`src/rtl/flappy_pkg.sv`:
```
// Shared types and defaults for the flap-button input path.
package flappy_pkg;

  typedef enum logic [1:0] {
    IDLE        = 2'd0,
    ARM_PRESS   = 2'd1,
    HELD        = 2'd2,
    ARM_RELEASE = 2'd3
  } btn_state_t;

  localparam int DEBOUNCE_10MS_25M = 250000;
  localparam int REPEAT_OFF        = 0;

  function automatic int max2(input int a, input int b);
    return (a > b) ? a : b;
  endfunction

endpackage

```
`src/rtl/flap_button_conditioner_sync2.sv`:
```
// Two-flop synchroniser for asynchronous inputs; RST_VAL sets the idle level held in reset.
module sync2 #(
  parameter logic RST_VAL = 1'b1
) (
  input  logic i_clk,
  input  logic i_rst,
  input  logic i_d,
  output logic o_q
);

  logic r_s1;
  logic r_s2;

  always_ff @(posedge i_clk) begin
    if (i_rst) begin
      r_s1 <= RST_VAL;
      r_s2 <= RST_VAL;
    end else begin
      r_s1 <= i_d;
      r_s2 <= r_s1;
    end
  end

  assign o_q = r_s2;

endmodule

```
`src/rtl/flap_button_conditioner.sv`:
```
// Synchronises and debounces the active-low flap button, producing flap/release strobes,
// optional hold-to-repeat flaps, a debounced level and a press counter.
module flap_button_conditioner
  import flappy_pkg::*;
#(
  parameter int DEBOUNCE_CYCLES = DEBOUNCE_10MS_25M,
  parameter int REPEAT_DELAY    = REPEAT_OFF,
  parameter int REPEAT_PERIOD   = 6250000,
  parameter int CNT_W           = 8
) (
  input  logic             clkin,
  input  logic             rst,
  input  logic             btn_n,
  input  logic             enable,
  output logic             flap_pulse,
  output logic             release_pulse,
  output logic             btn_held,
  output logic [CNT_W-1:0] press_count,
  output logic [1:0]       dbg_state
);

  localparam int DB_W    = $clog2(DEBOUNCE_CYCLES);
  localparam int RPT_MAX = max2(REPEAT_DELAY, REPEAT_PERIOD);
  localparam int RPT_W   = (RPT_MAX > 0) ? $clog2(RPT_MAX + 1) : 1;
  localparam bit RPT_EN  = (REPEAT_DELAY > 0);

  localparam logic [DB_W-1:0]  DB_LAST   = DB_W'(DEBOUNCE_CYCLES - 1);
  localparam logic [RPT_W-1:0] RPT_FIRST = RPT_W'(REPEAT_DELAY - 1);
  localparam logic [RPT_W-1:0] RPT_NEXT  = RPT_W'(REPEAT_PERIOD - 1);

  logic w_sync_q;
  logic w_s;

  btn_state_t       r_state, w_state_nx;
  logic [DB_W-1:0]  r_db_cnt, w_db_cnt_nx;
  logic [RPT_W-1:0] r_rpt_cnt, w_rpt_cnt_nx;
  logic             r_rpt_armed, w_rpt_armed_nx;
  logic             r_flap, w_flap_nx;
  logic             r_release, w_release_nx;
  logic             r_held, w_held_nx;
  logic [CNT_W-1:0] r_count, w_count_nx;
  logic             w_rpt_step;

  sync2 #(.RST_VAL(1'b1)) u_sync (
    .i_clk (clkin),
    .i_rst (rst),
    .i_d   (btn_n),
    .o_q   (w_sync_q)
  );

  assign w_s = ~w_sync_q;

  // A pressed sample while debounced-high counts toward the repeat timer, including the
  // sample that bounces ARM_RELEASE back to HELD, so held time is measured in pressed cycles.
  assign w_rpt_step = w_s && ((r_state == HELD) || (r_state == ARM_RELEASE));

  always_ff @(posedge clkin) begin
    if (rst) begin
      r_state     <= IDLE;
      r_db_cnt    <= '0;
      r_rpt_cnt   <= '0;
      r_rpt_armed <= 1'b0;
      r_flap      <= 1'b0;
      r_release   <= 1'b0;
      r_held      <= 1'b0;
      r_count     <= '0;
    end else begin
      r_state     <= w_state_nx;
      r_db_cnt    <= w_db_cnt_nx;
      r_rpt_cnt   <= w_rpt_cnt_nx;
      r_rpt_armed <= w_rpt_armed_nx;
      r_flap      <= w_flap_nx;
      r_release   <= w_release_nx;
      r_held      <= w_held_nx;
      r_count     <= w_count_nx;
    end
  end

  always_comb begin
    w_state_nx     = r_state;
    w_db_cnt_nx    = r_db_cnt;
    w_rpt_cnt_nx   = r_rpt_cnt;
    w_rpt_armed_nx = r_rpt_armed;
    w_flap_nx      = 1'b0;
    w_release_nx   = 1'b0;
    w_held_nx      = r_held;
    w_count_nx     = r_count;

    case (r_state)
      IDLE: begin
        if (w_s) begin
          w_state_nx  = ARM_PRESS;
          w_db_cnt_nx = DB_W'(1);
        end
      end
      ARM_PRESS: begin
        if (!w_s) begin
          w_state_nx  = IDLE;
          w_db_cnt_nx = '0;
        end else if (r_db_cnt == DB_LAST) begin
          w_state_nx     = HELD;
          w_held_nx      = 1'b1;
          w_db_cnt_nx    = '0;
          w_rpt_cnt_nx   = '0;
          w_rpt_armed_nx = 1'b0;
          if (enable) begin
            w_flap_nx  = 1'b1;
            w_count_nx = r_count + CNT_W'(1);
          end
        end else begin
          w_db_cnt_nx = r_db_cnt + DB_W'(1);
        end
      end
      HELD: begin
        if (!w_s) begin
          w_state_nx  = ARM_RELEASE;
          w_db_cnt_nx = DB_W'(1);
        end
      end
      ARM_RELEASE: begin
        if (w_s) begin
          w_state_nx  = HELD;
          w_db_cnt_nx = '0;
        end else if (r_db_cnt == DB_LAST) begin
          w_state_nx   = IDLE;
          w_held_nx    = 1'b0;
          w_release_nx = 1'b1;
          w_db_cnt_nx  = '0;
        end else begin
          w_db_cnt_nx = r_db_cnt + DB_W'(1);
        end
      end
      default: w_state_nx = IDLE;
    endcase

    if (RPT_EN && w_rpt_step) begin
      if (r_rpt_cnt == (r_rpt_armed ? RPT_NEXT : RPT_FIRST)) begin
        w_rpt_cnt_nx   = '0;
        w_rpt_armed_nx = 1'b1;
        w_flap_nx      = enable;
      end else begin
        w_rpt_cnt_nx = r_rpt_cnt + RPT_W'(1);
      end
    end
  end

  assign flap_pulse    = r_flap;
  assign release_pulse = r_release;
  assign btn_held      = r_held;
  assign press_count   = r_count;
  assign dbg_state     = r_state;

endmodule

```
`config.mk`:
```
export PLATFORM = sky130hd
export DESIGN_NAME = flap_button_conditioner
export DESIGN_NICKNAME = d
export VERILOG_FILES = /design/src/rtl/flappy_pkg.sv /design/src/rtl/flap_button_conditioner_sync2.sv /design/src/rtl/flap_button_conditioner.sv
export SDC_FILE = /design/constraint.sdc
export NUM_CORES = 1
export LEC_CHECK = 0
export ABC_AREA = 1
export ABC_CLOCK_PERIOD_IN_PS = 1850
export CORE_MARGIN = 3
export CORE_UTILIZATION = 63
export DETAILED_ROUTE_END_ITERATION = 16
export DONT_BUFFER_PORTS = 1
export GPL_ROUTABILITY_DRIVEN = 0
export HOLD_SLACK_MARGIN = 0.1
export PLACE_DENSITY = 0.75
export SLEW_MARGIN = 20
export SYNTH_ARGS = -nofsm -noshare
export SYNTH_HDL_FRONTEND = slang
export SYNTH_SLANG_ARGS = --single-unit
```
`constraint.sdc`:
```
create_clock -name clkin -period 1.85 [get_ports clkin]
set_input_delay 0.37 -clock clkin [delete_from_list [all_inputs] [get_ports clkin]]
set_output_delay 0.37 -clock clkin [all_outputs]
set_load 0.03 [all_outputs]
```
==> impl_metrics.csv, run 1 <==
group,metric,value,unit
outcome,status,"complete, no violations",
timing,setup_viol,0,
floorplan,io_pins,17,
synth,yosys.area.top_type,"dfxtp_1",
routing,routed_wl,4.44,mm
placed_design,dp_hpwl,3.24,mm
layout,nets,323,
clock_network,htreeDepth,2,
routing,routed_via_density,5.31,
global_route,grt_max_degree,20,
layout,utilization,73.5,%
clock_network,clockRootBuffer,"clkbuf_4",
global_route,groute.usage.overall,24.5,%
clock_network,cts.sinks,33,
clock_network,cts_setup_buffers,0,
setup_path,crit_path_cell_trace,"ha_1, nand2_2, nor2_4, inv_2, nor2_2, nand2_2, nand2_4, inv_4, nand3_1, a21oi_1",
synth,synth_area_per_cell,6.52,um^2
routing,vias,1912,
power,netSwitchingPower,0.362,mW
global_route,grt_pass1_vias,1668,
setup_path,required,2.05,ns
routing,post_drt_wl_per_cell,12.3,um
synth,synth_top_cell_area_share,32.9,%
timing,timing.final.crit_share,90.3,%
timing,tns,0,ns
routing,first_iter_violations,186,
global_route,antenna_found_initial,0,
power,p_comb_share,10.3,%
global_route,grt_pass1_wl,7.70,mm
clock_network,clkLatencyLatePin,0.36,ns
setup_path,crit_type,"flop to flop",
layout,diodes,0,
setup_path,cp-start-kind,"flop",
timing,tightestPinTransition,0.990,ns
timing,max_slew_margin,33.8,%
flow_run,max_cap_violations,0,
clock_network,clockBufferDepth,2,
layout,stdcell_count,360,
setup_path,slowest_stage,"dfxtp_1",
timing,setup_ws,0.179,ns
timing,fmax,0.599,GHz
power,p_seq_share,58.1,%
clock_network,clk_pin_slew,0.09,ns
routing,drc,0,
floorplan,start_util,69.2,%
setup_path,crit_path_end_kind,"flop",
floorplan,die_w,62.4,um
synth,yosys_warnings,0,
layout,drive_above_1_share,18.2,%
power,intPower,0.904,mW
floorplan,chipHeight,62.4,um
power,switching_share,28.6,%
clock_network,cts_tree,"yes",
synth,syn_area,2010,um^2
power,clock_power_share,31.7,%
floorplan,num_rows,19,
synth,ys_seq_elements,33,
placed_design,pre_cts_slack,0.224,ns
timing,holdWs,0.113,ns
global_route,grt_overflow,0,
power,vdd.ir_drop.worst,384,uV
setup_path,cp_common_cell,"nand2_2",
timing,hold_violations,0,
setup_path,crit_arrival,1.87,ns
placed_design,portBuffers,0,
synth,ys_seq_area_share,32.9,%
synth,syn_nets,314,
power,powerDensity,594,nW/um^2
placed_design,dpl.cell_count,351,
setup_path,crit_fanout,14,
min_path,worstHoldPathType,"primary input to flop",
timing,maxSlewViolCount,0,
synth,synth_area_leaders,"dfxtp_1 (33%), nand2_1 (15%), nor2_1 (7.5%)",
clock_network,cts_resized,0,
clock_network,cts_made_buffers,5,
timing,grt_setup_unrepaired,"false",
routing,drt-pass1-iter-count,4,
layout,fillers,266,
floorplan,core-area,2900,um^2
timing,skew,0.00524,ns
synth,yosysUniqueCellTypes,29,
power,p_leak,0.786,nW
floorplan,dieArea,3900,um^2
timing,finalCriticalPeriod,1.67,ns
routing,ant_nets,0,
layout,area_growth,6.23,%
synth,syn-instance-count,308,
setup_path,crit_path_max_incr_delay,0.42,ns
[cell usage after synthesis]
library cell / count
nand2_1: 80
buf_6: 1
nand2_2: 6
or2_2: 4
nor2_4: 1
nand3_2: 8
nand4_1: 9
o21a_1: 1
and2_1: 2
a21oi_1: 14
nor2_1: 40
inv_2: 5
nand2_4: 1
inv_4: 1
buf_4: 1
nand3b_1: 3
dfxtp_1: 33
clkinv_1: 2
nand3_1: 19
clkbuf_1: 2
ha_1: 2
a21oi_2: 8
xor2_1: 3
nor2_2: 13
inv_1: 34
o21ai_0: 10
o31ai_1: 1
nor3_1: 3
buf_2: 1
[worst max-delay path: cells and delay by family (launching register included)]
kind                       cells  cell delay (ns)
adders and majority gates      1             0.22
AOI/OAI and AO/OA              1             0.06
and+or+nand+nor                6             0.64
DFF                            1             0.42
buffers and inverters          2             0.16
[registers in the layout, indices dropped and copies added (netlist names), named ones only]
register       flops
flap_pulse         1
r_db_cnt          18
release_pulse      1
dbg_state          1
btn_held           1
u_sync.r_s1        1
u_sync.o_q         1
press_count        8
[power groups by stage]
stage,clock [mW],sequential (mW),combinational (mW)
after floorplan,0,0.761,0.0858
after global placement,0,0.751,0.117
after detailed placement,0,0.751,0.119
after CTS,0.409,0.735,0.128
after global routing,0.438,0.737,0.139
final,0.401,0.735,0.130
[logic make-up after synthesis]
logic type      share of synthesized area [%]
buf+inv                                  9.54
xor+xnor                                 1.31
simple gates                             44.8
compound gates                           10.2
fa+ha+maj                                1.25
flops                                    32.9
[routing by layer]
metal  GRT usage, %  vias to the layer above  share of wire, %
li1               -                      997                 -
met1           32.9                      862                50
met2           37.5                       46                43
met3           7.37                        7               5.9
met4           7.99                        0               1.3
met5              0                        -                 0
[final timing paths]
path | startpoint | slack, ns | end | depth (start not counted)
worst max-delay path | r_db_cnt[0] | 0.18 | r_db_cnt[8] | 10
worst min-delay path | btn_n | 0.11 | u_sync.r_s1 | 1
worst max register to register | r_db_cnt[0] | 0.18 | r_db_cnt[8] | 10
worst min register to register | u_sync.r_s1 | 0.42 | u_sync.o_q | 1
[through the flow]
| step | area [um^2] | total power [mW] |
|---|---|---|
| finish | 2130 | 1.27 |
| global route | 2130 | 1.31 |
| CTS | 2130 | 1.27 |
| detailed placement | 2070 | 0.870 |
| global placement | 2070 | 0.868 |
| floorplan | 2010 | 0.847 |
[final cells by class]
type / count / area (um^2) / area share [%]
clock buffers: 8 / 48.8 / 2.29
flip-flops and latches: 33 / 661 / 31.0
repair buffers: 7 / 55.1 / 2.58
well taps: 42 / 52.6 / 2.46
inverters: 42 / 160 / 7.51
multi-input cells: 228 / 1150 / 54.2
[cell usage in the layout (no fill, tap or decap)]
cell type,n
inv_2,5
dfxtp_1,33
dlygate4sd3_1,1
o21a_1,1
nand3_2,8
nor2_2,13
buf_4,6
nand4_1,9
inv_1,34
nor3_1,3
nor2_1,40
xor2_1,3
nand3b_1,3
a21oi_2,8
and2_1,2
ha_1,2
nand2_1,80
nor2_4,1
nand2_2,6
inv_4,1
o21ai_0,10
or2_2,4
a21oi_1,14
nand2_4,1
nand3_1,19
clkbuf_1,3
clkinv_1,2
clkbuf_4,5
o31ai_1,1
[what timing repair did]
item	in CTS	in global routing
hold buffers	1	0
hold endpoints to repair	19	0
setup endpoints to repair	0	0
Power figures use the tool's default switching activity.
==> inputs of run 2 (changes only) <==
--- a/config.mk
+++ b/config.mk
@@ -6,14 +6,15 @@
 export NUM_CORES = 1
 export LEC_CHECK = 0
 export ABC_AREA = 1
-export ABC_CLOCK_PERIOD_IN_PS = 1850
+export ABC_CLOCK_PERIOD_IN_PS = 2000
 export CORE_MARGIN = 3
-export CORE_UTILIZATION = 63
+export CORE_UTILIZATION = 68
 export DETAILED_ROUTE_END_ITERATION = 16
 export DONT_BUFFER_PORTS = 1
 export GPL_ROUTABILITY_DRIVEN = 0
+export GPL_TIMING_DRIVEN = 0
 export HOLD_SLACK_MARGIN = 0.1
-export PLACE_DENSITY = 0.75
+export PLACE_DENSITY = 0.8
 export SLEW_MARGIN = 20
 export SYNTH_ARGS = -nofsm -noshare
 export SYNTH_HDL_FRONTEND = slang
==> constraint.sdc (replaced) <==
create_clock -name clkin -period 2 [get_ports clkin]
set_input_delay 0.4 -clock clkin [delete_from_list [all_inputs] [get_ports clkin]]
set_output_delay 0.4 -clock clkin [all_outputs]
set_load 0.03 [all_outputs]
==> impl_metrics.csv, run 2 (same netlist as run 1, synthesis figures left out) <==
group,metric,value,unit
setup_path,crit_path_end_kind,"flop",
routing,ant_nets,0,
global_route,grt_max_degree,11,
layout,fillers,241,
layout,final_common_cell,"nand2_1",
clock_network,clockRootBuffer,"clkbuf_4",
clock_network,clkLatencyLatePin,0.34,ns
timing,skew,0.00635,ns
timing,setup_viol,0,
clock_network,cts_hold_buf,0,
setup_path,ff2ff_setup_slack,0.22,ns
setup_path,crit_arrival,1.99,ns
routing,drc,0,
floorplan,num_rows,19,
floorplan,core-area,2780,um^2
floorplan,chipHeight,60.3,um
clock_network,cts.sinks,33,
layout,nets,321,
placed_design,dpl_cell_area,2050,um^2
setup_path,rr_startpoint,"r_db_cnt[0]",
clock_network,htreeDepth,2,
power,powerDensity,553,nW/um^2
timing,timing.final.crit_share,89.0,%
layout,fin_area,2100,um^2
global_route,groute.usage.overall,26.1,%
timing,tightestPinTransition,0.629,ns
floorplan,start_util,72.2,%
global_route,grt_overflow,0,
clock_network,cts_made_buffers,5,
power,p_leak,0.772,nW
timing,hold_violations,0,
timing,holdWs,0.168,ns
clock_network,cts_tree,"yes",
clock_network,cts_resized,0,
min_path,worstHoldPathType,"primary input to flop",
min_path,hp-start,"rst",
placed_design,portBuffers,0,
setup_path,required,2.21,ns
floorplan,die_w,60.3,um
flow_run,max_cap_violations,0,
placed_design,dp_hpwl,3.16,mm
timing,maxSlewViolCount,0,
layout,drive_above_1_share,18.0,%
global_route,antenna_found_initial,0,
setup_path,r2r_end,"r_db_cnt[12]",
layout,regMostFlops,"r_db_cnt",
setup_path,cp-start-kind,"flop",
layout,mostFrequentLayoutCells,"nand2_1 (80), nor2_1 (40), inv_1 (34), dfxtp_1 (33), nand3_1 (19)",
power,vdd.ir_drop.worst,527,uV
setup_path,r2r_cells,11,
routing,drt-pass1-iter-count,5,
clock_network,clockBufferDepth,2,
routing,first_iter_violations,152,
global_route,grt_pass1_wl,7.09,mm
setup_path,crit_fanout,10,
layout,largest_reg_flops,18,
power,finalPower,1.16,mW
clock_network,cts_setup_buffers,0,
timing,grt_setup_unrepaired,"false",
min_path,holdPathStages,1,
setup_path,crit_type,"flop to flop",
layout,diodes,0,
global_route,grt_pass1_vias,1558,
routing,routed_wl,4.24,mm
routing,post_drt_wl_per_cell,12.2,um
clock_network,clk_pin_slew,0.10,ns
timing,fmax,0.562,GHz
outcome,status,"complete, no violations",
timing,finalCriticalPeriod,1.78,ns
timing,tns,0,ns
floorplan,dieArea,3640,um^2
layout,area_growth,4.49,%
min_path,hold_end,"u_sync.o_q",
routing,routed_via_density,5.44,
floorplan,io_pins,17,
routing,vias,1886,
timing,max_slew_margin,58.0,%
==> run 2: worst max-delay path by stage <==
stage / start / endpoint / slack (ns) / cells past startpoint
2_1_floorplan: r_db_cnt[0] / r_db_cnt[14] / 0.49 / 11
3_3_place_gp: r_db_cnt[0] / r_db_cnt[12] / 0.27 / 11
3_5_place_dp: flop / r_db_cnt[12] / 0.24 / 7
4_1_cts: flop / r_db_cnt[12] / 0.22 / 7
5_1_grt: flop / r_db_cnt[15] / 0.09 / 7
6_report: r_db_cnt[0] / r_db_cnt[12] / 0.22 / 11
==> run 2: per-stage QoR <==
step | worst slack, ns | std cells | utilization [%]
after floorplan | 0.493 | 308 | -
after global placement | 0.269 | 339 | 73.5
after detailed placement | 0.242 | 339 | 73.5
after CTS | 0.216 | 347 | 75.4
after global routing | 0.0861 | 347 | 75.4
final | 0.220 | 347 | 75.4
==> run 2: final cells by class <==
class                   instances  area (um^2)  area share (%)
well taps                      31         38.8            1.85
flip-flops and latches         33          661            31.5
multi-input cells             228         1150            55.1
clock inverters                 2         10.0           0.477
clock buffers                   6         41.3            1.97
inverters                      42          160            7.64
plain buffers                   5         31.3            1.49
==> run 2: metal layers <==
metal | global-route usage, % | vias to the layer above | part of all wire, %
li1 | - | 990 | -
met1 | 35.7 | 840 | 49
met2 | 40.6 | 49 | 45
met3 | 5.83 | 7 | 4.3
met4 | 8.54 | 0 | 1.5
met5 | 0 | - | 0
==> run 2: critical path, stage by stage, from the launching register on <==
cell     delay, ns
dfxtp_1       0.46
ha_1          0.23
nand2_2       0.09
nor2_4        0.17
inv_2         0.06
nor2_2        0.11
nand2_2       0.10
nand2_4       0.11
inv_4         0.06
buf_6         0.15
nand3_2       0.08
a21oi_2       0.05
==> run 2: power breakdown <==
part / internal (mW) / switching (mW) / total (mW) / leakage (nW)
clock: 0.134 / 0.226 / 0.360 / 0.0320
combinational: 0.0270 / 0.0788 / 0.106 / 0.473
sequential: 0.667 / 0.0264 / 0.693 / 0.267
total: 0.828 / 0.331 / 1.16 / 0.772
==> inputs of run 3 (changes only) <==
--- a/config.mk
+++ b/config.mk
@@ -5,16 +5,17 @@
 export SDC_FILE = /design/constraint.sdc
 export NUM_CORES = 1
 export LEC_CHECK = 0
-export ABC_AREA = 1
+export ABC_AREA = 0
 export ABC_CLOCK_PERIOD_IN_PS = 2000
 export CORE_MARGIN = 3
-export CORE_UTILIZATION = 68
+export CORE_UTILIZATION = 66
 export DETAILED_ROUTE_END_ITERATION = 16
 export DONT_BUFFER_PORTS = 1
 export GPL_ROUTABILITY_DRIVEN = 0
 export GPL_TIMING_DRIVEN = 0
 export HOLD_SLACK_MARGIN = 0.1
-export PLACE_DENSITY = 0.8
+export PLACE_DENSITY = 0.78
+export SETUP_SLACK_MARGIN = 0.2
 export SLEW_MARGIN = 20
 export SYNTH_ARGS = -nofsm -noshare
 export SYNTH_HDL_FRONTEND = slang
==> impl_metrics.csv, run 3 <==
group,metric,value,unit
setup_path,rr_startpoint,"r_db_cnt[2]",
clock_network,cts_made_buffers,5,
power,vdd.ir_drop.worst,558,uV
global_route,groute.usage.overall,27.3,%
layout,area_growth,19.2,%
synth,yosysUniqueCellTypes,36,
setup_path,crit_type,"flop to flop",
power,intPower,0.811,mW
global_route,grtUsageMet2,43.7,%
synth,synthTopCellsByCount,"dfxtp_1 (33), a21oi_1 (16), nand2_1 (15), nand3_1 (15), o21ai_0 (14)",
layout,fillers,135,
synth,synthAdderAreaFrac,1.59,%
timing,timing.final.crit_share,94.7,%
routing,routed_wl,4.47,mm
synth,synth_top_cell_area_share,41.9,%
layout,largest_reg_flops,18,
clock_network,cts.sinks,33,
floorplan,dieArea,3010,um^2
power,netSwitchingPower,0.259,mW
global_route,grt_pass1_vias,1289,
clock_network,clk_pin_slew,0.11,ns
floorplan,chipHeight,54.9,um
synth,yosys.area.top_type,"dfxtp_1",
power,powerDensity,570,nW/um^2
clock_network,clockRootBuffer,"clkbuf_4",
setup_path,crit_arrival,2.10,ns
synth,ys_seq_area_share,41.9,%
global_route,grt.busiest_layer,"met2",
clock_network,cts_hold_buf,0,
global_route,antenna_found_initial,0,
clock_network,clkLatencyLatePin,0.34,ns
floorplan,die_w,54.9,um
floorplan,core-area,2230,um^2
synth,yosys_warnings,0,
timing,fmax,0.528,GHz
floorplan,start_util,70.5,%
timing,max_slew_margin,55.1,%
routing,drt-pass1-iter-count,4,
synth,synth_edf_count,0,
layout,diodes,0,
global_route,grt_overflow,0,
min_path,hold_end,"u_sync.r_s1",
synth,synthSimpleGateAreaFrac,27.7,%
timing,tightestPinTransition,0.669,ns
clock_network,htreeDepth,2,
placed_design,dpl.cell_count,216,
placed_design,pre_cts_slack,-0.0548,ns
setup_path,r2r_cells,8,
power,p_comb_share,4.2,%
power,p_seq_share,62.4,%
global_route,grt_pass1_wl,5.79,mm
routing,ant_nets,0,
synth,synth_top_family_by_area,"simple AND/OR/NAND/NOR gates",
global_route,met1_usage,33.6,%
floorplan,io_pins,17,
setup_path,crit_path_end_kind,"flop",
synth,synth_area_per_cell,8.38,um^2
routing,routed_via_density,6.71,
placed_design,portBuffers,0,
synth,ys_seq_elements,33,
setup_path,required,2.20,ns
layout,stdcell_count,239,
timing,setup_viol,0,
synth,synth-async-reset-ratio,0,%
synth,synthMuxAreaShare,1.91,%
min_path,hp-start,"btn_n",
timing,grt_setup_unrepaired,"true",
routing,post_drt_wl_per_cell,18.7,um
timing,hold_violations,0,
global_route,use_met3,7.08,%
synth,yosysMostFrequentCell,"dfxtp_1",
min_path,worstHoldPathType,"primary input to flop",
synth,synth_xor_area_share,5.00,%
global_route,grt_max_degree,11,
synth,synth-compound-area-share,16.9,%
synth,syn-instance-count,188,
layout,regMostFlops,"r_db_cnt",
timing,finalCriticalPeriod,1.89,ns
layout,mostFrequentLayoutCells,"dfxtp_1 (25), nand3_1 (15), nand2_1 (15), o21ai_0 (14), buf_4 (14)",
routing,vias,1603,
timing,maxSlewViolCount,0,
power,p_leak,0.647,nW
routing,first_iter_violations,107,
timing,skew,0.0151,ns
setup_path,crit_fanout,7,
floorplan,num_rows,17,
flow_run,max_cap_violations,0,
synth,synth_area_leaders,"dfxtp_1 (42%), a21oi_1 (5.1%), nand3_1 (4.8%)",
setup_path,r2r_end,"btn_held",
setup_path,cp-start-kind,"flop",
synth,ys.flop_type,"dfxtp_1",
layout,final_common_cell,"dfxtp_1",
setup_path,ff2ff_setup_slack,0.11,ns
min_path,holdPathStages,1,
clock_network,cts_tree,"yes",
clock_network,clockBufferDepth,2,
outcome,status,"complete, no violations",
power,clock_power_share,33.4,%
power,switching_share,24.2,%
layout,nets,216,
placed_design,dp_hpwl,2.39,mm
synth,syn_nets,194,
synth,syn_area,1580,um^2
timing,setup_ws,0.105,ns
layout,drive_above_1_share,22.7,%
routing,drc,0,
-- run 3: critical path: stages (launching register included) --
cell	delay, ns
dfxtp_1	0.48
and3_4	0.26
and3_4	0.18
buf_6	0.13
buf_4	0.11
and3_1	0.18
buf_6	0.12
mux2i_1	0.19
a21oi_1	0.10
-- run 3: cell type report --
class	count	area, um^2	area share, %
inverters	6	22.5	1.20
well taps	28	35.0	1.87
clock buffers	8	48.8	2.60
plain buffers	9	71.3	3.80
repair buffers	15	123	6.53
flip-flops and latches	33	683	36.4
multi-input cells	140	895	47.6
-- run 3: timing repair --
action                                  in CTS  in global routing
endpoints found under the setup margin      24                 21
pin swaps                                    6                  8
setup buffers                                8                  6
gates resized for setup                     18                 12
cloned                                       1                  0
-- run 3: through the flow --
step	hold WS [ns]	util (%)	TNS [ns]	power, mW	cell area [um^2]
floorplan	0.389	-	0	0.713	1580
global route	0.162	84.1	0	1.10	1880
finish	0.167	84.1	0	1.07	1880
detailed placement	0.403	72.2	-0.391	0.723	1610
CTS	0.166	80.0	0	1.06	1790
global placement	0.398	72.2	-0.0140	0.721	1610
-- run 3: power by group through the flow --
stage	Combinational [mW]	Sequential, mW	Clock [mW]
6_report	0.0446	0.668	0.357
5_1_grt	0.0479	0.669	0.382
4_1_cts	0.0391	0.669	0.351
3_5_place_dp	0.0350	0.688	0
3_3_place_gp	0.0332	0.688	0
2_1_floorplan	0.0264	0.687	0
-- run 3: worst max path at each step --
stage	to	startpoint
finish	btn_held	r_db_cnt[2]
global route	btn_held	r_db_cnt[2]
CTS	btn_held	r_db_cnt[0]
detailed placement	press_count[6]	r_db_cnt[0]
global placement	r_db_cnt[11]	r_db_cnt[0]
floorplan	press_count[6]	dbg_state[0]
-- run 3: layer usage --
metal	up-vias	wire [um]
li1	725	-
met1	749	1760
met2	110	2170
met3	19	400
met4	0	134
met5	-	0
-- run 3: logic make-up after synthesis --
family | after synthesis
XOR/XNOR | 9
AO/OA/AOI/OAI | 46
multiplexers | 3
adder cells (fa/ha/maj) | 2
flip-flops | 33
AND/OR/NAND/NOR | 80
buffers and inverters | 15
